[src/rtl/sb_drain_ctrl_pkg.sv]
// Shared types and constants for the store-buffer drain controller.
// The top and the lane generator import this package.
package sb_drain_ctrl_pkg;

    localparam int STOREBUFFER_LINE_SIZE = 16;

    localparam int SB_DATA_W     = 32;
    localparam int SB_ADDR_W     = 32;
    localparam int SB_LINE_W     = STOREBUFFER_LINE_SIZE * 8;
    localparam int SB_CNT_W      = 16;
    localparam int SB_LINE_OFF_W = $clog2(SB_LINE_W / 8);
    localparam int SB_BE_W       = SB_DATA_W / 8;

    typedef enum logic [2:0] {
        S_IDLE   = 3'd0,
        S_LOOKUP = 3'd1,
        S_EVICT  = 3'd2,
        S_REFILL = 3'd3,
        S_FILL   = 3'd4,
        S_WRITE  = 3'd5
    } drain_state_t;

endpackage

[src/rtl/sb_lane_gen.sv]
// Byte-enable and write-data generation for a word or byte store.
// Byte stores replicate the low byte across all lanes.
module sb_lane_gen
    import sb_drain_ctrl_pkg::*;
#(
    parameter  int DATA_W = SB_DATA_W,
    localparam int BE_W   = DATA_W / 8,
    localparam int LANE_W = $clog2(BE_W)
) (
    input  logic [LANE_W-1:0] lane,
    input  logic              byte_st,
    input  logic [DATA_W-1:0] data_in,
    output logic [BE_W-1:0]   be,
    output logic [DATA_W-1:0] data_out
);

    always_comb begin
        be       = '1;
        data_out = data_in;
        if (byte_st) begin
            be       = BE_W'(1) << lane;
            data_out = {BE_W{data_in[7:0]}};
        end
    end

endmodule

[src/rtl/sb_drain_ctrl.sv]
// Store-buffer drain controller: looks up each store, handles dirty eviction
// and line refill on a miss, then writes the word or byte into the cache.
module sb_drain_ctrl
    import sb_drain_ctrl_pkg::*;
#(
    parameter  int DATA_W = SB_DATA_W,
    parameter  int ADDR_W = SB_ADDR_W,
    parameter  int LINE_W = SB_LINE_W,
    parameter  int CNT_W  = SB_CNT_W,
    localparam int BE_W   = DATA_W / 8,
    localparam int LANE_W = $clog2(BE_W),
    localparam int OFF_W  = $clog2(LINE_W / 8)
) (
    input  logic              clk,
    input  logic              rst,
    input  logic              sb_valid,
    output logic              sb_ready,
    input  logic [ADDR_W-1:0] sb_addr,
    input  logic [DATA_W-1:0] sb_data,
    input  logic              sb_byte,
    output logic [ADDR_W-1:0] lk_addr,
    input  logic              cache_hit,
    input  logic              victim_dirty,
    input  logic [ADDR_W-1:0] victim_addr,
    input  logic [LINE_W-1:0] victim_line,
    output logic              cw_en,
    output logic [ADDR_W-1:0] cw_addr,
    output logic [DATA_W-1:0] cw_data,
    output logic [BE_W-1:0]   cw_be,
    output logic              cf_en,
    output logic [ADDR_W-1:0] cf_addr,
    output logic [LINE_W-1:0] cf_line,
    output logic              mem_req,
    output logic              mem_we,
    output logic [ADDR_W-1:0] mem_addr,
    output logic [LINE_W-1:0] mem_wdata,
    input  logic              mem_ready,
    input  logic [LINE_W-1:0] mem_rdata,
    output logic              done,
    output logic              busy,
    output logic [CNT_W-1:0]  hit_count,
    output logic [CNT_W-1:0]  miss_count
);

    drain_state_t      state, state_next;
    logic [ADDR_W-1:0] addr_q;
    logic [DATA_W-1:0] data_q;
    logic              byte_q;
    logic [ADDR_W-1:0] vaddr_q;
    logic [LINE_W-1:0] vline_q;
    logic [LINE_W-1:0] rline_q;
    logic [CNT_W-1:0]  hit_q;
    logic [CNT_W-1:0]  miss_q;
    logic [ADDR_W-1:0] line_addr;
    logic [ADDR_W-1:0] word_addr;

    function automatic logic [CNT_W-1:0] sat_inc(input logic [CNT_W-1:0] v);
        return (&v) ? v : v + CNT_W'(1);
    endfunction

    assign line_addr = {addr_q[ADDR_W-1:OFF_W], OFF_W'(0)};
    assign word_addr = {addr_q[ADDR_W-1:LANE_W], LANE_W'(0)};

    always_ff @(posedge clk) begin
        if (rst) begin
            state   <= S_IDLE;
            addr_q  <= '0;
            data_q  <= '0;
            byte_q  <= 1'b0;
            vaddr_q <= '0;
            vline_q <= '0;
            rline_q <= '0;
            hit_q   <= '0;
            miss_q  <= '0;
        end else begin
            state <= state_next;
            unique case (state)
                S_IDLE: begin
                    if (sb_valid) begin
                        addr_q <= sb_addr;
                        data_q <= sb_data;
                        byte_q <= sb_byte;
                    end
                end
                S_LOOKUP: begin
                    if (cache_hit) begin
                        hit_q <= sat_inc(hit_q);
                    end else begin
                        miss_q <= sat_inc(miss_q);
                        // Victim tag/data may change once the lookup is over.
                        if (victim_dirty) begin
                            vaddr_q <= victim_addr;
                            vline_q <= victim_line;
                        end
                    end
                end
                S_REFILL: begin
                    if (mem_ready) rline_q <= mem_rdata;
                end
                default: ;
            endcase
        end
    end

    always_comb begin
        state_next = state;
        sb_ready   = 1'b0;
        cw_en      = 1'b0;
        cf_en      = 1'b0;
        mem_req    = 1'b0;
        mem_we     = 1'b0;
        done       = 1'b0;
        mem_addr   = line_addr;
        unique case (state)
            S_IDLE: begin
                sb_ready = !rst;
                if (sb_valid) state_next = S_LOOKUP;
            end
            S_LOOKUP: begin
                if (cache_hit)         state_next = S_WRITE;
                else if (victim_dirty) state_next = S_EVICT;
                else                   state_next = S_REFILL;
            end
            S_EVICT: begin
                mem_req  = 1'b1;
                mem_we   = 1'b1;
                mem_addr = vaddr_q;
                if (mem_ready) state_next = S_REFILL;
            end
            S_REFILL: begin
                mem_req = 1'b1;
                if (mem_ready) state_next = S_FILL;
            end
            S_FILL: begin
                cf_en      = 1'b1;
                state_next = S_WRITE;
            end
            S_WRITE: begin
                cw_en      = 1'b1;
                done       = 1'b1;
                state_next = S_IDLE;
            end
            default: state_next = S_IDLE;
        endcase
    end

    sb_lane_gen #(.DATA_W(DATA_W)) u_lane_gen (
        .lane     (addr_q[LANE_W-1:0]),
        .byte_st  (byte_q),
        .data_in  (data_q),
        .be       (cw_be),
        .data_out (cw_data)
    );

    assign lk_addr    = addr_q;
    assign cw_addr    = word_addr;
    assign cf_addr    = line_addr;
    assign cf_line    = rline_q;
    assign mem_wdata  = vline_q;
    assign busy       = (state != S_IDLE);
    assign hit_count  = hit_q;
    assign miss_count = miss_q;

endmodule

[config.mk]
export PLATFORM = sky130hd
export DESIGN_NAME = sb_drain_ctrl
export DESIGN_NICKNAME = d
export VERILOG_FILES = /design/src/rtl/sb_drain_ctrl_pkg.sv /design/src/rtl/sb_lane_gen.sv /design/src/rtl/sb_drain_ctrl.sv
export SDC_FILE = /design/constraint.sdc
export NUM_CORES = 1
export LEC_CHECK = 0
export BUFFER_PORTS_ARGS = -buffer_cell sky130_fd_sc_hd__buf_2
export CORE_AREA = 2 2 323 325
export CTS_CLUSTER_SIZE = 16
export DETAILED_ROUTE_END_ITERATION = 8
export DIE_AREA = 0 0 325 327
export SLEW_MARGIN = 5
export SYNTH_ARGS = -nofsm -noshare
export SYNTH_HDL_FRONTEND = slang
export SYNTH_SLANG_ARGS = --single-unit
[constraint.sdc]
create_clock -name clk -period 4.65 [get_ports clk]
set_clock_uncertainty 0.2 [all_clocks]
set_input_delay 0.93 -clock clk [delete_from_list [all_inputs] [get_ports clk]]
set_output_delay 0.93 -clock clk [all_outputs]
set_load 0.005 [all_outputs]
==> summary.txt, run 1 <==
Clock network
  – Clk sink count: 388
  – Clock latency at the later pin of the worst-skew pair: 0.60 ns
  – Post-CTS Hold Fix Bufs: 0
  – CTS tree: built
  – Post-cts sizing count: 0
  – Post-CTS Setup Bufs: 0
  – H-tree depth: 2
  – CTS buffer count: 46
  – CTS max path bufs: 3
  – Clock transition at the registers of the reported paths: 0.06 ns
  – CTS Root Cell: clkbuf_16

Synthesis
  – Post-Syn Area: 15,000 µm²
  – Yosys reg bits: 388
  – Mux share of post-synthesis cell area: 2.46%
  – Synth Area in XOR/XNOR: 0.0583%
  – Sequential area share after synthesis: 51.7%
  – Synth Flop Type: dfxtp_1
  – Synthesis Warnings: 0
  – Post-Synth Simple-Gate Area: 22.5%
  – Synth cell types: 45
  – Cells after Synth: 1,937
  – Synth Area in Compound Gates: 15.1%
  – Syn avg cell area: 7.75 µm²
  – Largest family of logic cells by synthesized area: simple AND/OR/NAND/NOR gates
  – Synth Area in Adders: 0.167%
  – EDFF count, synth: 0
  – Asr flop ratio synth: 0%

Critical path
  – Crit path required time: 3.52 ns
  – Critical path data arrival time: 2.74 ns
  – Type of origin of the critical path: flop
  – Kind of critical path: reg2out
  – Critical Path Fanout Max: 33
  – Critical Path End Type: output pin

STA
  – Final hold vios: 0
  – Setup TNS Final: 0 ns
  – Achievable Freq: 259 MHz
  – Final setup viols: 0
  – Tmin final: 3.87 ns
  – Worst-margin pin slew: 1.06 ns
  – Final Slew Violations: 0
  – Final cycle utilization of the critical path: 83.2%
  – RSZ-0062 raised after global routing: false
  – Final hold slack: 0.248 ns
  – Relative slew margins: 28.5%

Route
  – Initial drt markers: 958
  – Drt first pass iters: 4
  – Post-route DRC violation count: 0
  – Via count: 15.4k
  – Wire length per cell: 15.6 µm
  – Final wirelength: 62.7 mm
  – Post-route ant nets: 0
  – DR vias/cell: 3.84

Place
  – Port bufs: 811
  – HPWL Detailed: 46.8 mm
  – GP Congestion: 0.896

Worst hold path
  – Hold crit path type: reg2reg

Floorplanning
  – Die height: 327 µm
  – IO Count: 818
  – Initial Util: 14.6%
  – Die width: 325 µm
  – Die area: 106,000 µm²
  – Rows: 118
  – Area of the core: 103,000 µm²

Final layout
  – Final Net Count: 2,972
  – Filler cells: 11.6k
  – Share of post-route cells with drive strength above 1: 35.8%
  – Area Overhead vs Synth: 43.3%

Global route
  – Gr usage total: 11.1%
  – First-pass GRT wire length: 90.2 mm
  – Vias in the first global route: 14.2k
  – Grt ovf: 0
  – Antenna violations before repair: 12
  – Largest net degree at the start of global routing: 153

Power
  – Peak supply drop: 0.000223 V
  – P per Cell Area: 375 nW/µm²
  – Leakage power: 9.22 nW

Status
  – Outcome: complete, no violations

Job
  – Max cap viols: 0
## cells by family after synthesis
kind of cell	count (synthesis)
AO/OA/AOI/OAI	440
flip-flops	388
XOR/XNOR	1
multiplexers	33
AND/OR/NAND/NOR	830
buffers and inverters	242
adder cells (fa/ha/maj)	2
other	1
## worst paths after layout
check,startpoint,to,slack (ns),depth (start not counted)
setup / recovery,state[1],mem_addr[7],0.78,5
hold reg to reg,cf_line[123],cf_line[123],0.25,2
hold / removal,cf_line[123],cf_line[123],0.25,2
setup reg to reg,state[0],vaddr_q[29],1.49,5
## critical path, cell delays in order (launching register included)
cell	delay, ns
dfxtp_1	0.59
and2b_2	0.30
nor2b_4	0.15
buf_4	0.46
mux2_2	0.43
buf_2	0.14
## flip-flops by register name (all words and copies together), names as in the netlist
signal,count
byte_q,1
cf_line,128
miss_count,16
mem_wdata,128
data_q,32
vaddr_q,32
hit_count,16
lk_addr,32
state,3
## metrics by stage
stage / utilization [%] / area (µm²) / std cells / power [W] / setup WS, ns
after CTS: 20.9 / 21500 / 4019 / 0.00824 / 0.658
after global placement: 19.5 / 20000 / 3943 / 0.00450 / 1.27
after floorplan: - / 15000 / 1942 / 0.00404 / 1.54
after detailed placement: 19.5 / 20000 / 3943 / 0.00451 / 1.12
final: 20.9 / 21500 / 4023 / 0.00806 / 0.783
after global routing: 20.9 / 21500 / 4020 / 0.00844 / 0.580
## Yosys cell counts (2+ instances only)
cell type  number  area (µm²)
nor3b_1         3        22.5
or3_1           7        43.8
or3_2           2        15.0
buf_6           2        22.5
clkbuf_1      127         477
nand4_1        11        68.8
mux2i_1         2        20.0
or2_2           2        12.5
nor4_1          2        12.5
a31oi_1         2        12.5
o21ai_0        38         190
nor3_1          9        45.0
mux2_2         31         349
dfxtp_1       388        7770
and2_1          6        37.5
and3_1          3        18.8
inv_1          34         128
ha_1            2        25.0
nor2_1         13        48.8
buf_4          73         548
o41ai_1         2        17.5
nor2b_1         3        18.8
nand2b_1        3        18.8
a21oi_1       378        1890
nor4b_1         2        17.5
buf_1           5        18.8
o31ai_1        13        97.6
nand3_1         9        45.0
nand3b_1        2        15.0
a211oi_1        3        22.5
and4_1          4        35.0
nand2_1       729        2740
or4_1          15         113
## cell usage in the layout, fill, tap and decap left out, drive strengths merged, types with 5 or more instances in the layout
cell type  Yosys  routed
clkbuf       128      63
conb           1       6
inv           34      35
nand2        729     729
nand3          9       9
clkinv         0       5
and2           6       6
o21ai         38      38
mux2          31      31
or3            9       9
nand4         11      11
nor3           9       9
or4           16      16
a21oi        378     378
dfxtp        388     388
o31ai         13      13
buf           80     829
nor2          13      13
## area by class of cell
class	instances	area [µm²]	share of cell area [%]
Timing Repair Buffer	829	4280	19.9
Tap cell	1380	1730	8.03
Inverter	34	128	0.593
Multi-Input combinational cell	1312	6120	28.5
Antenna cell	4	10.0	0.0465
Sequential cell	388	7770	36.1
Clock buffer	63	1300	6.03
Clock inverter	13	184	0.855
## routing by layer
metal  vias to the layer above  GRT usage, %  routed length, µm
met5                         -             0                 50
met4                         6          3.69               1690
met3                        88          3.08               4690
met2                       574          18.4              29800
met1                      7165          13.7              26400
li1                       7602             -                  -
## where the power goes
| group | switching [W] | internal [W] | total [W] |
|---|---|---|---|
| Clock | 0.00148 | 0.00216 | 0.00364 |
| Combinational | 0.000495 | 0.000368 | 0.000864 |
| Sequential | 0.000111 | 0.00344 | 0.00355 |
Note: power is estimated with default switching activity, not from simulation.
==> run 2, diff against run 1 <==
Settings changed: ABC_AREA set to 1, CORE_AREA 2 2 323 325 to 2 2 318 320, DIE_AREA 0 0 325 327 to 0 0 320 322.
Clock period 4.65 ns to 3.2 ns, I/O delays scaled along.
==> run 2 against run 1 <==
Net effect: worst hold slack worse by 0.16 ns; core utilization increased by 1.2 points; sequential share of layout area is 0.86 points lower; largest cell class unchanged.
==> summary.txt, run 2 <==
Status
  – Outcome: complete, no violations

Critical path
  – End of the worst register-to-register path: miss_count[1]
  – Critical Path End Type: output pin
  – Reg2reg start: miss_count[0]
  – Critical Path End: cw_data[18]
  – Critical Path Fanout Max: 25 (-24%)
  – Reg2Reg Depth: 8 (+3)
  – Slowest CP cell: dfxtp_1
  – Crit path cell chain: nand2_1, o21ai_0, buf_2
  – Crit path required time: 2.36 ns (-1.16 ns)
  – Critical path data arrival time: 2.14 ns (-0.60 ns)
  – Reg-to-reg slack, setup: 0.83 ns (-0.66 ns)
  – Kind of critical path: reg2out
  – Max incr delay on CP: 0.85 ns (+0.26 ns)
  – Type of origin of the critical path: flop
  – Critical Path Start: byte_q

STA
  – Achievable Freq: 336 MHz
  – Worst-margin pin slew: 0.823 ns (-0.235 ns)
  – Tmin final: 2.98 ns
  – Relative slew margins: 45.1% (+17 points)
  – Final Slew Violations: 0 (unchanged)
  – Final setup viols: 0 (unchanged)
  – Final cycle utilization of the critical path: 93.0%
  – Final hold vios: 0 (unchanged)
  – Setup TNS Final: 0 ns (unchanged)
  – RSZ-0062 raised after global routing: false

Synthesis
  – Largest family of logic cells by synthesized area: simple AND/OR/NAND/NOR gates
  – Yosys reg bits: 388 (unchanged)
  – EDFF count, synth: 0 (unchanged)
  – Synth Area in Adders: 0.159% (-0.0074 points)
  – Area leader, netlist: dfxtp_1
  – Asr flop ratio synth: 0% (unchanged)
  – Post-Syn Area: 15,700 µm² (+4.6%)
  – Area contributors post-synth: dfxtp_1 49%, o21ai_0 9.3%, nor2_1 9.0%, a21oi_1 6.9%, nand2_1 6.4%
  – Count leader, synth: dfxtp_1
  – Synth Area in Compound Gates: 16.5% (+1.5 points)
  – Syn avg cell area: 7.58 µm² (-2.2%)
  – Post-Synth Simple-Gate Area: 21.6% (-0.87 points)
  – Synth Flop Type: dfxtp_1
  – Mux share of post-synthesis cell area: 0% (-2.5 points)
  – Sequential area share after synthesis: 49.4% (-2.3 points)
  – Synth Area in XOR/XNOR: 0.223% (+0.16 points)
  – Synthesis Warnings: 0 (unchanged)
  – Cells after Synth: 2,072 (+7.0%)
  – Top cell type's share of synthesized area: 49.4% (-2.3 points)
  – Synth cell types: 30 (-33%)
  – Commonest cells in the synthesized netlist: 388 x dfxtp_1, 376 x nor2_1, 292 x o21ai_0

Floorplanning
  – Die height: 322 µm (-1.5%)
  – IO Count: 818 (unchanged)
  – Die area: 103,000 µm² (-3.0%)
  – Die width: 320 µm (-1.5%)
  – Rows: 116 (-1.7%)
  – Area of the core: 99,600 µm² (-3.2%)
  – Initial Util: 15.8% (+1.2 points)

Final layout
  – Fin area: 22,000 µm² (+2.4%)
  – Commonest non-fill, non-tap cell in the layout: buf_2
  – Filler cells: 11.2k (-3.2%)
  – Most frequent cells in the layout: 809 x buf_2, 388 x dfxtp_1, 375 x nor2_1
  – Final Net Count: 3,111 (+4.7%)
  – Share of post-route cells with drive strength above 1: 33.7% (-2.1 points)
  – Area Overhead vs Synth: 40.3%

Global route
  – Vias in the first global route: 15.3k (+7.6%)
  – Antenna violations before repair: 102 (+90)
  – Largest net degree at the start of global routing: 111 (-27%)
  – Grt ovf: 0 (unchanged)
  – Gr usage total: 15.4% (+4.4 points)
  – First-pass GRT wire length: 114 mm (+26%)

Route
  – Top layer in use: met5
  – WL met2: 40.5 mm (+36%)
  – Via count: 16.7k (+8.3%)
  – Post-route DRC violation count: 0 (unchanged)
  – Drt first pass iters: 8 (+4)
  – Met3 routed WL: 8.93 mm (+90%)
  – Final wirelength: 84.3 mm (+35%)
  – Wire length per cell: 20.6 µm (+32%)
  – Post-route ant nets: 0 (unchanged)
  – Met1 wire length: 32.0 mm (+21%)
  – Initial drt markers: 915 (-4.5%)
  – DR vias/cell: 4.08 (+6.3%)

Clock network
  – CTS buffer count: 49 (+6.5%)
  – Clk sink count: 388 (unchanged)
  – CTS tree: built
  – CTS Root Cell: clkbuf_16
  – CTS max path bufs: 3 (unchanged)
  – Clock transition at the registers of the reported paths: 0.06 ns (about the same)
  – Clock latency at the later pin of the worst-skew pair: 0.61 ns (about the same)
  – H-tree depth: 2 (unchanged)

Job
  – Max cap viols: 0 (unchanged)

Power
  – Peak supply drop: 0.000365 V (+64%)
  – P per Cell Area: 597 nW/µm² (+59%)
  – Leakage power: 9.76 nW (+5.9%)

Worst hold path
  – Hold crit path type: in2reg

Place
  – HPWL Detailed: 67.0 mm (+43%)
  – GP Congestion: 0.833 (-7.1%)
  – Post-DP Area: 20,300 µm² (+1.6%)
  – Port bufs: 811 (unchanged)
## run 2: worst min-delay path by stage
stage	start	end	slack, ns	depth (start not counted)
2_1_floorplan	data_q[10]	data_q[10]	0.22	2
3_3_place_gp	data_q[25]	data_q[25]	0.23	2
3_5_place_dp	data_q[15]	data_q[15]	0.24	2
4_1_cts	mem_rdata[71]	cf_line[71]	0.02	3
5_1_grt	mem_rdata[81]	cf_line[81]	0.05	3
6_report	victim_addr[5]	vaddr_q[5]	0.09	3
## run 2: area by class of cell
cell class / instances / area [µm²] / share of cell area, %
Clock buffer: 68 / 1390 / 6.31
Timing Repair Buffer: 844 / 4450 / 20.2
Tap cell: 1298 / 1620 / 7.37
Inverter: 110 / 425 / 1.93
Multi-Input combinational cell: 1357 / 6130 / 27.8
Antenna cell: 15 / 37.5 / 0.170
Clock inverter: 19 / 215 / 0.977
Sequential cell: 388 / 7770 / 35.2
## run 2: logic make-up after synthesis
logic type,Yosys count
flip-flops,388
XOR/XNOR,4
AO/OA/AOI/OAI,516
other,1
buffers and inverters,332
adder cells (fa/ha/maj),2
AND/OR/NAND/NOR,829
## run 2: metal layers
layer  vias to the layer above  GRT usage [%]
met4                        20           6.08
met5                         -              0
met1                      7604           16.8
met3                       244           6.83
met2                       810           26.2
li1                       8042              -
## run 2: metrics by stage
stage	setup WS (ns)	total power, W	hold slack [ns]	util (%)	cells
final	0.224	0.0132	0.0864	22.1	4099
after global routing	0.0595	0.0138	0.0493	22.1	4098
after CTS	0.00562	0.0134	0.0200	22.1	4084
after detailed placement	0.346	0.00758	0.241	20.4	3994
after global placement	0.404	0.00756	0.234	20.4	3994
after floorplan	1.18	0.00658	0.224	-	2077
## run 2: critical path: cells and delay by family (launching register included)
family	cells	cell delay, ns
AND/OR/NAND/NOR	1	0.35
buffers and inverters	1	0.14
AO/OA/AOI/OAI	1	0.15
flip-flops	1	0.85
## run 2: power by group
| part | switching (W) | internal [W] | total [W] |
|---|---|---|---|
| clock network | 0.00234 | 0.00335 | 0.00569 |
| registers | 0.000275 | 0.00516 | 0.00544 |
| logic | 0.00123 | 0.000800 | 0.00203 |
| total | 0.00384 | 0.00931 | 0.0132 |
## run 2: repair_timing
action                                 4_1_cts  5_1_grt
pin swaps                                    1        1
setup endpoints to repair                    9       14
gates resized for setup                      4        4
endpoints found under the hold margin        1        0
hold buffers                                 1        0
buffers inserted                             2        0
